==> config.mk <==
export PLATFORM = sky130hd
export DESIGN_NAME = opl_timer_status
export DESIGN_NICKNAME = d
export VERILOG_FILES = /design/src/rtl/opl_timer_status.sv
export SDC_FILE = /design/constraint.sdc
export NUM_CORES = 1
export LEC_CHECK = 0
export ABC_AREA = 1
export BUFFER_PORTS_ARGS = -buffer_cell sky130_fd_sc_hd__buf_2
export CORE_ASPECT_RATIO = 1.75
export CORE_MARGIN = 5
export CORE_UTILIZATION = 54
export CTS_BUF_LIST = sky130_fd_sc_hd__clkbuf_8
export CTS_CLUSTER_DIAMETER = 50
export DETAILED_ROUTE_END_ITERATION = 16
export PLACE_DENSITY = 0.93
export SYNTH_ARGS = -nofsm -noshare
export SYNTH_HDL_FRONTEND = slang
export SYNTH_SLANG_ARGS = --single-unit
==> constraint.sdc <==
create_clock -name clk -period 1.45 [get_ports clk]
set_input_delay 0.2175 -clock clk [delete_from_list [all_inputs] [get_ports clk]]
set_output_delay 0.2175 -clock clk [all_outputs]
set_load 0.02 [all_outputs]
==> src/rtl/opl_timer_status.sv <==
// opl_timer_status: OPL2 timer register/status stage.
// Decodes host writes to regs 0x02 (timer 1 preset), 0x03 (timer 2 preset)
// and 0x04 (IRQ reset / masks / starts), and turns the timer overflow levels
// into the sticky FT1/FT2/IRQ bits of the status byte.
//
// Ports:
//   clk, reset          clock, asynchronous active-high reset
//   wr, addr, din       host register write strobe, address, data
//   overflow1/2         overflow levels from the two timers
//   timer1_init/2_init  timer preset values (regs 0x02/0x03)
//   start1/2            timer run enables (reg 0x04 bits 0/1)
//   status              {irq, ft1, ft2, 5'b0}
//   irq_n               active-low interrupt pin (only with OPL_IRQ_PIN_EN)
//
// Configuration macro: OPL_IRQ_PIN_EN adds the registered irq_n output.
// TIMER_WIDTH defaults to `REG_TIMER_WIDTH, which falls back to 8.

`ifndef REG_TIMER_WIDTH
`define REG_TIMER_WIDTH 8
`endif

module opl_timer_status #(
  parameter int unsigned TIMER_WIDTH = `REG_TIMER_WIDTH
) (
  input  logic                   clk,
  input  logic                   reset,
  input  logic                   wr,
  input  logic [7:0]             addr,
  input  logic [7:0]             din,
  input  logic                   overflow1,
  input  logic                   overflow2,
  output logic [TIMER_WIDTH-1:0] timer1_init,
  output logic [TIMER_WIDTH-1:0] timer2_init,
  output logic                   start1,
  output logic                   start2,
  output logic [7:0]             status
`ifdef OPL_IRQ_PIN_EN
  ,
  output logic                   irq_n
`endif
);

  localparam int unsigned AW = 8;
  localparam logic [AW-1:0] ADDR_T1  = AW'(8'h02);
  localparam logic [AW-1:0] ADDR_T2  = AW'(8'h03);
  localparam logic [AW-1:0] ADDR_CTL = AW'(8'h04);

  logic [TIMER_WIDTH-1:0] timer1_init_q, timer1_init_d;
  logic [TIMER_WIDTH-1:0] timer2_init_q, timer2_init_d;
  logic start1_q, start1_d, start2_q, start2_d;
  logic mask1_q, mask1_d, mask2_q, mask2_d;
  logic ovf1_q, ovf1_d, ovf2_q, ovf2_d;
  logic rise1_q, rise1_d, rise2_q, rise2_d;
  logic ft1_q, ft1_d, ft2_q, ft2_d;
  logic irq_q, irq_d;
  logic irq_clr_c, ctl_wr_c;

  // Next-state: write decode, edge pipeline and sticky flag update.
  always_comb begin
    timer1_init_d = timer1_init_q;
    timer2_init_d = timer2_init_q;
    start1_d      = start1_q;
    start2_d      = start2_q;
    mask1_d       = mask1_q;
    mask2_d       = mask2_q;
    ft1_d         = ft1_q;
    ft2_d         = ft2_q;

    irq_clr_c = wr && (addr == ADDR_CTL) && din[7];
    ctl_wr_c  = wr && (addr == ADDR_CTL) && !din[7];

    if (wr && (addr == ADDR_T1)) timer1_init_d = TIMER_WIDTH'(din);
    if (wr && (addr == ADDR_T2)) timer2_init_d = TIMER_WIDTH'(din);
    if (ctl_wr_c) begin
      mask1_d  = din[6];
      mask2_d  = din[5];
      start2_d = din[1];
      start1_d = din[0];
    end

    // Overflow is a level lasting a whole tick; only its rising edge counts.
    // The edge is registered once more so the flag appears one edge later.
    ovf1_d  = overflow1;
    ovf2_d  = overflow2;
    rise1_d = overflow1 & ~ovf1_q;
    rise2_d = overflow2 & ~ovf2_q;

    // Gate with the post-write start/mask so a same-cycle write wins, while
    // an IRQ reset loses to a same-cycle edge (event is not dropped).
    if (irq_clr_c) begin
      ft1_d = 1'b0;
      ft2_d = 1'b0;
    end
    if (rise1_q && start1_d && !mask1_d) ft1_d = 1'b1;
    if (rise2_q && start2_d && !mask2_d) ft2_d = 1'b1;
    if (mask1_d) ft1_d = 1'b0;
    if (mask2_d) ft2_d = 1'b0;

    irq_d = ft1_d | ft2_d;
  end

  // State registers.
  always_ff @(posedge clk or posedge reset) begin
    if (reset) begin
      timer1_init_q <= '0;
      timer2_init_q <= '0;
      start1_q      <= 1'b0;
      start2_q      <= 1'b0;
      mask1_q       <= 1'b0;
      mask2_q       <= 1'b0;
      ovf1_q        <= 1'b0;
      ovf2_q        <= 1'b0;
      rise1_q       <= 1'b0;
      rise2_q       <= 1'b0;
      ft1_q         <= 1'b0;
      ft2_q         <= 1'b0;
      irq_q         <= 1'b0;
    end else begin
      timer1_init_q <= timer1_init_d;
      timer2_init_q <= timer2_init_d;
      start1_q      <= start1_d;
      start2_q      <= start2_d;
      mask1_q       <= mask1_d;
      mask2_q       <= mask2_d;
      ovf1_q        <= ovf1_d;
      ovf2_q        <= ovf2_d;
      rise1_q       <= rise1_d;
      rise2_q       <= rise2_d;
      ft1_q         <= ft1_d;
      ft2_q         <= ft2_d;
      irq_q         <= irq_d;
    end
  end

`ifdef OPL_IRQ_PIN_EN
  logic irq_n_q;

  // Pin copy of irq, registered alongside it so it adds no latency.
  always_ff @(posedge clk or posedge reset) begin
    if (reset) irq_n_q <= 1'b1;
    else       irq_n_q <= ~irq_d;
  end

  assign irq_n = irq_n_q;
`endif

  assign timer1_init = timer1_init_q;
  assign timer2_init = timer2_init_q;
  assign start1      = start1_q;
  assign start2      = start2_q;
  assign status      = {irq_q, ft1_q, ft2_q, 5'b0};

endmodule

==> results of run 1 <==
[per-layer routing]
layer	vias up	share of wire, %	wire length, um	track usage (%)
li1	462	-	-	-
met2	35	56	1430	29.3
met5	-	0	0	0
met3	8	6.7	168	3.15
met4	0	3.4	86	9.23
met1	442	33	845	19.1
[how the worst min path moves through the flow]
stage	startpoint	cells after the start	to	slack, ps
6_report	reset	3	timer1_init[5]	-10
3_3_place_gp	reset	3	timer1_init[5]	280
3_5_place_dp	reset	3	timer1_init[5]	300
2_1_floorplan	overflow1	0	ovf1_q	250
5_1_grt	reset	3	timer2_init[3]	20
4_1_cts	reset	3	timer2_init[0]	2
[registers in the layout, indices dropped and copies added, names as in the netlist]
signal       count
timer1_init      8
timer2_init      8
ft1_q            1
ft2_q            1
irq_q            1
mask1_q          1
mask2_q          1
ovf1_q           1
ovf2_q           1
rise1_q          1
rise2_q          1
start1           1
start2           1
[power groups by stage]
stage | logic, uW | clock network (uW) | registers, uW
2_1_floorplan | 107 | 0 | 840
3_3_place_gp | 190 | 0 | 812
3_5_place_dp | 197 | 0 | 813
4_1_cts | 198 | 415 | 799
5_1_grt | 215 | 464 | 802
6_report | 195 | 401 | 798
[cell usage after synthesis, drive strengths merged]
cell type  number
dfrtp          27
inv            26
conb            1
nand4           2
nand2          32
or2             1
o21ai          18
and2            2
nand3           5
nor2            6
and3            1
buf            10
[area by class of cell]
class,count,area [um2],share of cell area [%]
tap,25,31.3,2.08
inverter,26,97.6,6.48
clock inverter,1,3.75,0.249
clock buffer,3,41.3,2.74
sequential,27,676,44.9
multi-input combinational,72,443,29.4
timing repair buffer,42,213,14.1
[per-stage QoR]
stage | area (um2) | hold slack, ps
floorplan | 1300 | 249
global placement | 1460 | 280
global route | 1510 | 21.7
CTS | 1510 | 1.97
finish | 1510 | -11.4
detailed placement | 1460 | 296
[cell families (layout without fill, tap and decap cells)]
kind of cell | after synthesis | after routing
other | 1 | 5
AOI/OAI and AO/OA | 18 | 18
and+or+nand+nor | 49 | 49
buffers and inverters | 36 | 72
DFF | 27 | 27
==> impl_metrics.sql, run 1 <==
INSERT INTO impl_metrics (metric_group, metric, value, unit) VALUES
('clocking', 'clock-root-buffer', 'clkbuf_8', ''),
('sta', 'fin_ws', '389', 'ps'),
('setup_path', 'r2r_start', 'start2', ''),
('clocking', 'cts.clk_slew.worst_paths', '80', 'ps'),
('placed_design', 'placed_cells_incl_taps', '192', ''),
('drt', 'routed_via_density', '4.83', ''),
('cells_and_area', 'layout-area-overhead-vs-synth', '17.3', '%'),
('drt', 'detailedRoute.firstPassIterationCount', '4', ''),
('yosys', 'synth_unique_cells', '20', ''),
('pwr', 'power_per_cell_area', '926', 'nW/um2'),
('sta', 'clk_skew', '0.624', 'ps'),
('sta', 'timing.final.hold_violations', '27', ''),
('clocking', 'cts_made_buffers', '3', ''),
('sta', 'worst_slack_on_hold_paths', '-11.4', 'ps'),
('sta', 'slew_viol_final', '0', ''),
('floorplan', 'floorplan.die.width', '46.9', 'um'),
('drt', 'detail_route.wl_per_cell', '12.9', 'um'),
('clocking', 'cts_hold_bufs', '0', ''),
('cells_and_area', 'utilization', '66.2', '%'),
('floorplan', 'starting_utilization_of_the_core_area', '56.5', '%'),
('sta', 'maxClockFrequency', '0.943', 'GHz'),
('yosys', 'ys_top_cells_by_area', 'dfrtp_1 (53%), o21ai_2 (11%), nand2_1 (7.0%)', ''),
('yosys', 'synth-xor-area-share', '0', '%'),
('yosys', 'flop_and_latch_count_out_of_synthesis', '27', ''),
('setup_path', 'number_of_buffer_and_inverter_instances_along_the_worst_setup_path', '1', ''),
('clocking', 'cts_max_level', '1', ''),
('pwr', 'internal_cell_power', '1040', 'uW'),
('cells_and_area', 'most-common-layout-cells', 'buf_2 (41), dfrtp_1 (27), inv_1 (24), nand2_1 (24), o21ai_2 (16)', ''),
('grt', 'largest_net_degree_at_the_start_of_global_routing', '28', ''),
('placed_design', 'port_buffers', '41', ''),
('run_status', 'run_status', 'complete, but fails checks', ''),
('yosys', 'postSynthAreaPerCell', '9.80', 'um2'),
('yosys', 'synth_top_family_by_area', 'simple AND/OR/NAND/NOR gates', ''),
('run_status', 'violated_checks', 'negative hold slack', ''),
('setup_path', 'critPathTopFamily', 'flip-flops', ''),
('cells_and_area', 'design.final.nets', '193', ''),
('drt', 'drtAntennaViolNets', '0', ''),
('yosys', 'syn_area', '1280', 'um2'),
('grt', 'grt_first_pass_wirelength', '4.23', 'mm'),
('pwr', 'p_clk_share', '28.8', '%'),
('sta', 'finalSetupViolations', '0', ''),
('setup_path', 'criticalPathCategory', 'reg -> out', ''),
('setup_path', 'worst_r2r_endpoint', 'irq_q', ''),
('cells_and_area', 'final_common_cell', 'buf_2', ''),
('pwr', 'power.net_switching', '355', 'uW'),
('clocking', 'cts_repair_resized_insts', '0', ''),
('grt', 'antenna_violations_before_repair', '0', ''),
('clocking', 'clockBufferDepth', '2', ''),
('floorplan', 'dieArea', '3490', 'um2'),
('floorplan', 'chipHeight', '74.5', 'um'),
('yosys', 'post_synth_fa_ha_maj_area_fraction', '0', '%'),
('cells_and_area', 'fillerInstances', '207', ''),
('setup_path', 'worstPathRequired', '1230', 'ps'),
('pwr', 'share_seq_of_total_power', '57.3', '%'),
('grt', 'grt_pass1_vias', '951', ''),
('setup_path', 'critical_path.max_stage_delay', '410', 'ps'),
('clocking', 'clock_sinks', '27', ''),
('placed_design', 'weighted_congestion_reported_at_the_end_of_routability_driven_placement', '0.833', ''),
('floorplan', 'row_count', '23', ''),
('yosys', 'yosys.area.top_type_share', '52.6', '%'),
('clocking', 'post_cts_setup_buffer_count', '0', ''),
('floorplan', 'design.core.area', '2270', 'um2'),
('yosys', 'synth_compound_area_share', '11.7', '%'),
('yosys', 'synthesized_instance_count', '131', ''),
('clocking', 'clock_insertion_delay_worst_skew', '270', 'ps'),
('yosys', 'post_synthesis_sequential_area_ratio', '52.6', '%'),
('cells_and_area', 'antenna_cells_inserted', '0', ''),
('pwr', 'comb_power_share', '14.0', '%'),
('grt', 'groute.usage.overall', '17.1', '%'),
('setup_path', 'crit_chain', 'buf_2', ''),
('drt', 'detailedRoute.firstIterationViolations', '24', '');
No activity file was read; power rests on OpenSTA's default activity.
==> inputs of run 2 (changes only) <==
--- a/config.mk
+++ b/config.mk
@@ -9,11 +9,11 @@
 export BUFFER_PORTS_ARGS = -buffer_cell sky130_fd_sc_hd__buf_2
 export CORE_ASPECT_RATIO = 1.75
 export CORE_MARGIN = 5
-export CORE_UTILIZATION = 54
+export CORE_UTILIZATION = 50
 export CTS_BUF_LIST = sky130_fd_sc_hd__clkbuf_8
 export CTS_CLUSTER_DIAMETER = 50
 export DETAILED_ROUTE_END_ITERATION = 16
-export PLACE_DENSITY = 0.93
+export PLACE_DENSITY = 0.88
 export SYNTH_ARGS = -nofsm -noshare
 export SYNTH_HDL_FRONTEND = slang
 export SYNTH_SLANG_ARGS = --single-unit
==> constraint.sdc (replaced) <==
create_clock -name clk -period 1 [get_ports clk]
set_input_delay 0.15 -clock clk [delete_from_list [all_inputs] [get_ports clk]]
set_output_delay 0.15 -clock clk [all_outputs]
set_load 0.02 [all_outputs]
==> run 2 against run 1 <==
Highest routed layer unchanged. The flow now finishes without violations. Sequential share of layout area is 6.8 points lower. Die area grew 6.6%. Clock power rose by 50%.
==> impl_metrics.sql, run 2 (same netlist as run 1, synthesis figures left out) <==
INSERT INTO impl_metrics (metric_group, metric, value, unit) VALUES
('sta', 'totalNegativeSetupSlack', '0', 'ps'),
('setup_path', 'cp-start-kind', 'flop', ''),
('clocking', 'clockBufferDepth', '2', ''),
('sta', 'worst_slack_on_hold_paths', '130', 'ps'),
('cells_and_area', 'fillerInstances', '182', ''),
('pwr', 'ir_drop', '0.000722', 'V'),
('floorplan', 'starting_utilization_of_the_core_area', '51.5', '%'),
('drt', 'detailedRoute.firstPassIterationCount', '4', ''),
('grt', 'overflow', '0', ''),
('sta', 'maxClockFrequency', '1.02', 'GHz'),
('setup_path', 'worstPathMaxFanout', '2', ''),
('drt', 'post-route-drc-count', '0', ''),
('pwr', 'power_per_cell_area', '1210', 'nW/um2'),
('floorplan', 'chipHeight', '77.0', 'um'),
('clocking', 'cts_tree', 'built', ''),
('setup_path', 'critical_path.max_stage_delay', '400', 'ps'),
('pwr', 'p_leak', '0.00103', 'uW'),
('placed_design', 'dpl_cell_area', '1560', 'um2'),
('cells_and_area', 'ff_latch_area', '676', 'um2'),
('sta', 'finalCriticalPeriod', '983', 'ps'),
('placed_design', 'port_buffers', '41', ''),
('grt', 'largest_net_degree_at_the_start_of_global_routing', '28', ''),
('setup_path', 'critical_path.endpoint_type', 'primary output', ''),
('grt', 'grt_pass1_vias', '1116', ''),
('clocking', 'clock-root-buffer', 'clkbuf_8', ''),
('drt', 'vias', '1020', ''),
('drt', 'routed_via_density', '4.72', ''),
('drt', 'drtAntennaViolNets', '0', ''),
('setup_path', 'worstPathRequired', '850', 'ps'),
('setup_path', 'crit_chain', 'buf_2', ''),
('clocking', 'clock_insertion_delay_worst_skew', '270', 'ps'),
('run_status', 'run_status', 'finished, final reports clean', ''),
('clocking', 'clock_sinks', '27', ''),
('grt', 'grt_first_pass_wirelength', '4.80', 'mm'),
('cells_and_area', 'final_common_cell', 'buf_2', ''),
('sta', 'timing.final.hold_violations', '0', ''),
('cells_and_area', 'most-common-layout-cells', 'buf_2 (31), dfrtp_1 (27), nand2_1 (24)', ''),
('placed_design', 'detailed_place_hpwl', '2.17', 'mm'),
('cells_and_area', 'area_occupied_by_multi_input_gates', '474', 'um2'),
('sta', 'clk_skew', '1.01', 'ps'),
('sta', 'fin_crit_sh', '98.3', '%'),
('placed_design', 'weighted_congestion_reported_at_the_end_of_routability_driven_placement', '0.834', ''),
('drt', 'detailedRoute.firstIterationViolations', '31', ''),
('setup_path', 'number_of_buffer_and_inverter_instances_along_the_worst_setup_path', '1', ''),
('setup_path', 'critPathTopFamily', 'flip-flops', ''),
('clocking', 'cts_max_level', '1', ''),
('cells_and_area', 'design.final.nets', '212', ''),
('grt', 'groute.usage.overall', '16.0', '%'),
('setup_path', 'criticalPathCategory', 'reg -> out', ''),
('floorplan', 'design.core.area', '2490', 'um2'),
('clocking', 'cts_made_buffers', '3', ''),
('cells_and_area', 'antenna_cells_inserted', '0', ''),
('sta', 'finalSetupViolations', '0', ''),
('floorplan', 'design.portCount', '47', ''),
('drt', 'detail_route.wl_per_cell', '13.8', 'um'),
('floorplan', 'row_count', '24', ''),
('floorplan', 'floorplan.die.width', '48.3', 'um'),
('clocking', 'cts.clk_slew.worst_paths', '90', 'ps'),
('floorplan', 'dieArea', '3720', 'um2'),
('cells_and_area', 'finish.instance_area', '1770', 'um2'),
('setup_path', 'critical-path-slowest-cell', 'dfrtp_1', ''),
('cells_and_area', 'layout-area-overhead-vs-synth', '38.2', '%'),
('setup_path', 'cp.arrival', '830', 'ps'),
('worst_hold_path', 'min_path_type', 'in -> reg', ''),
('grt', 'antenna_violations_before_repair', '0', ''),
('setup_path', 'reg2reg_slack', '110', 'ps'),
('sta', 'slew_viol_final', '0', ''),
('drt', 'route.final.wire_length', '2.97', 'mm'),
('cells_and_area', 'final_layout_size_suffix_gt1_share', '51.1', '%'),
('job', 'max_cap_violations', '0', '');
[run 2: cell types whose count changed in the layout (fill, tap and decap cells not counted), sizes merged]
cell,delta
buf,+16
dlygate4sd3,+3
[run 2: what timing repair did]
action,4_1_cts,5_1_grt
setup buffers,0,9
endpoints found under the setup margin,1,15
hold endpoints to repair,29,0
hold buffers,3,0
gates resized for setup,2,19
[run 2: layout make-up]
cell class	count	share of cell area, %
sequential	27	38.1
multi-input combinational	72	26.7
timing repair buffer	61	24.0
inverter	26	6.84
clock buffer	3	2.33
tap	26	1.83
clock inverter	1	0.212
[run 2: final timing paths]
check	end	cells after the start	startpoint
worst min register to register	rise2_q	1	ovf2_q
worst min-delay path	mask2_q	3	din[5]
worst max-delay path	timer1_init[5]	1	timer1_init[5]
min in group asynchronous	mask1_q	4	reset
worst max register to register	irq_q	6	start1
max in group asynchronous	timer2_init[1]	4	reset
[run 2: metrics by stage]
step	util (%)	std cells	worst slack, ps	total power (uW)
after CTS	66.0	207	5.61	2110
after global placement	62.8	200	-204	1500
after detailed placement	62.8	200	-255	1510
final	71.2	216	17.1	2150
after floorplan	-	135	-8.80	1390
after global routing	71.2	216	-11.4	2250
[run 2: report_power, final]
| group | switching (uW) | internal, uW |
|---|---|---|
| Clock | 327 | 275 |
| Combinational | 218 | 168 |
| Sequential | 25.5 | 1140 |
[run 2: layer usage]
layer	track usage, %	wire, um	vias up
met5	0	0	-
met4	6.37	17	0
met3	4.07	183	2
met2	29.7	1700	32
met1	16.1	1070	487
li1	-	-	499
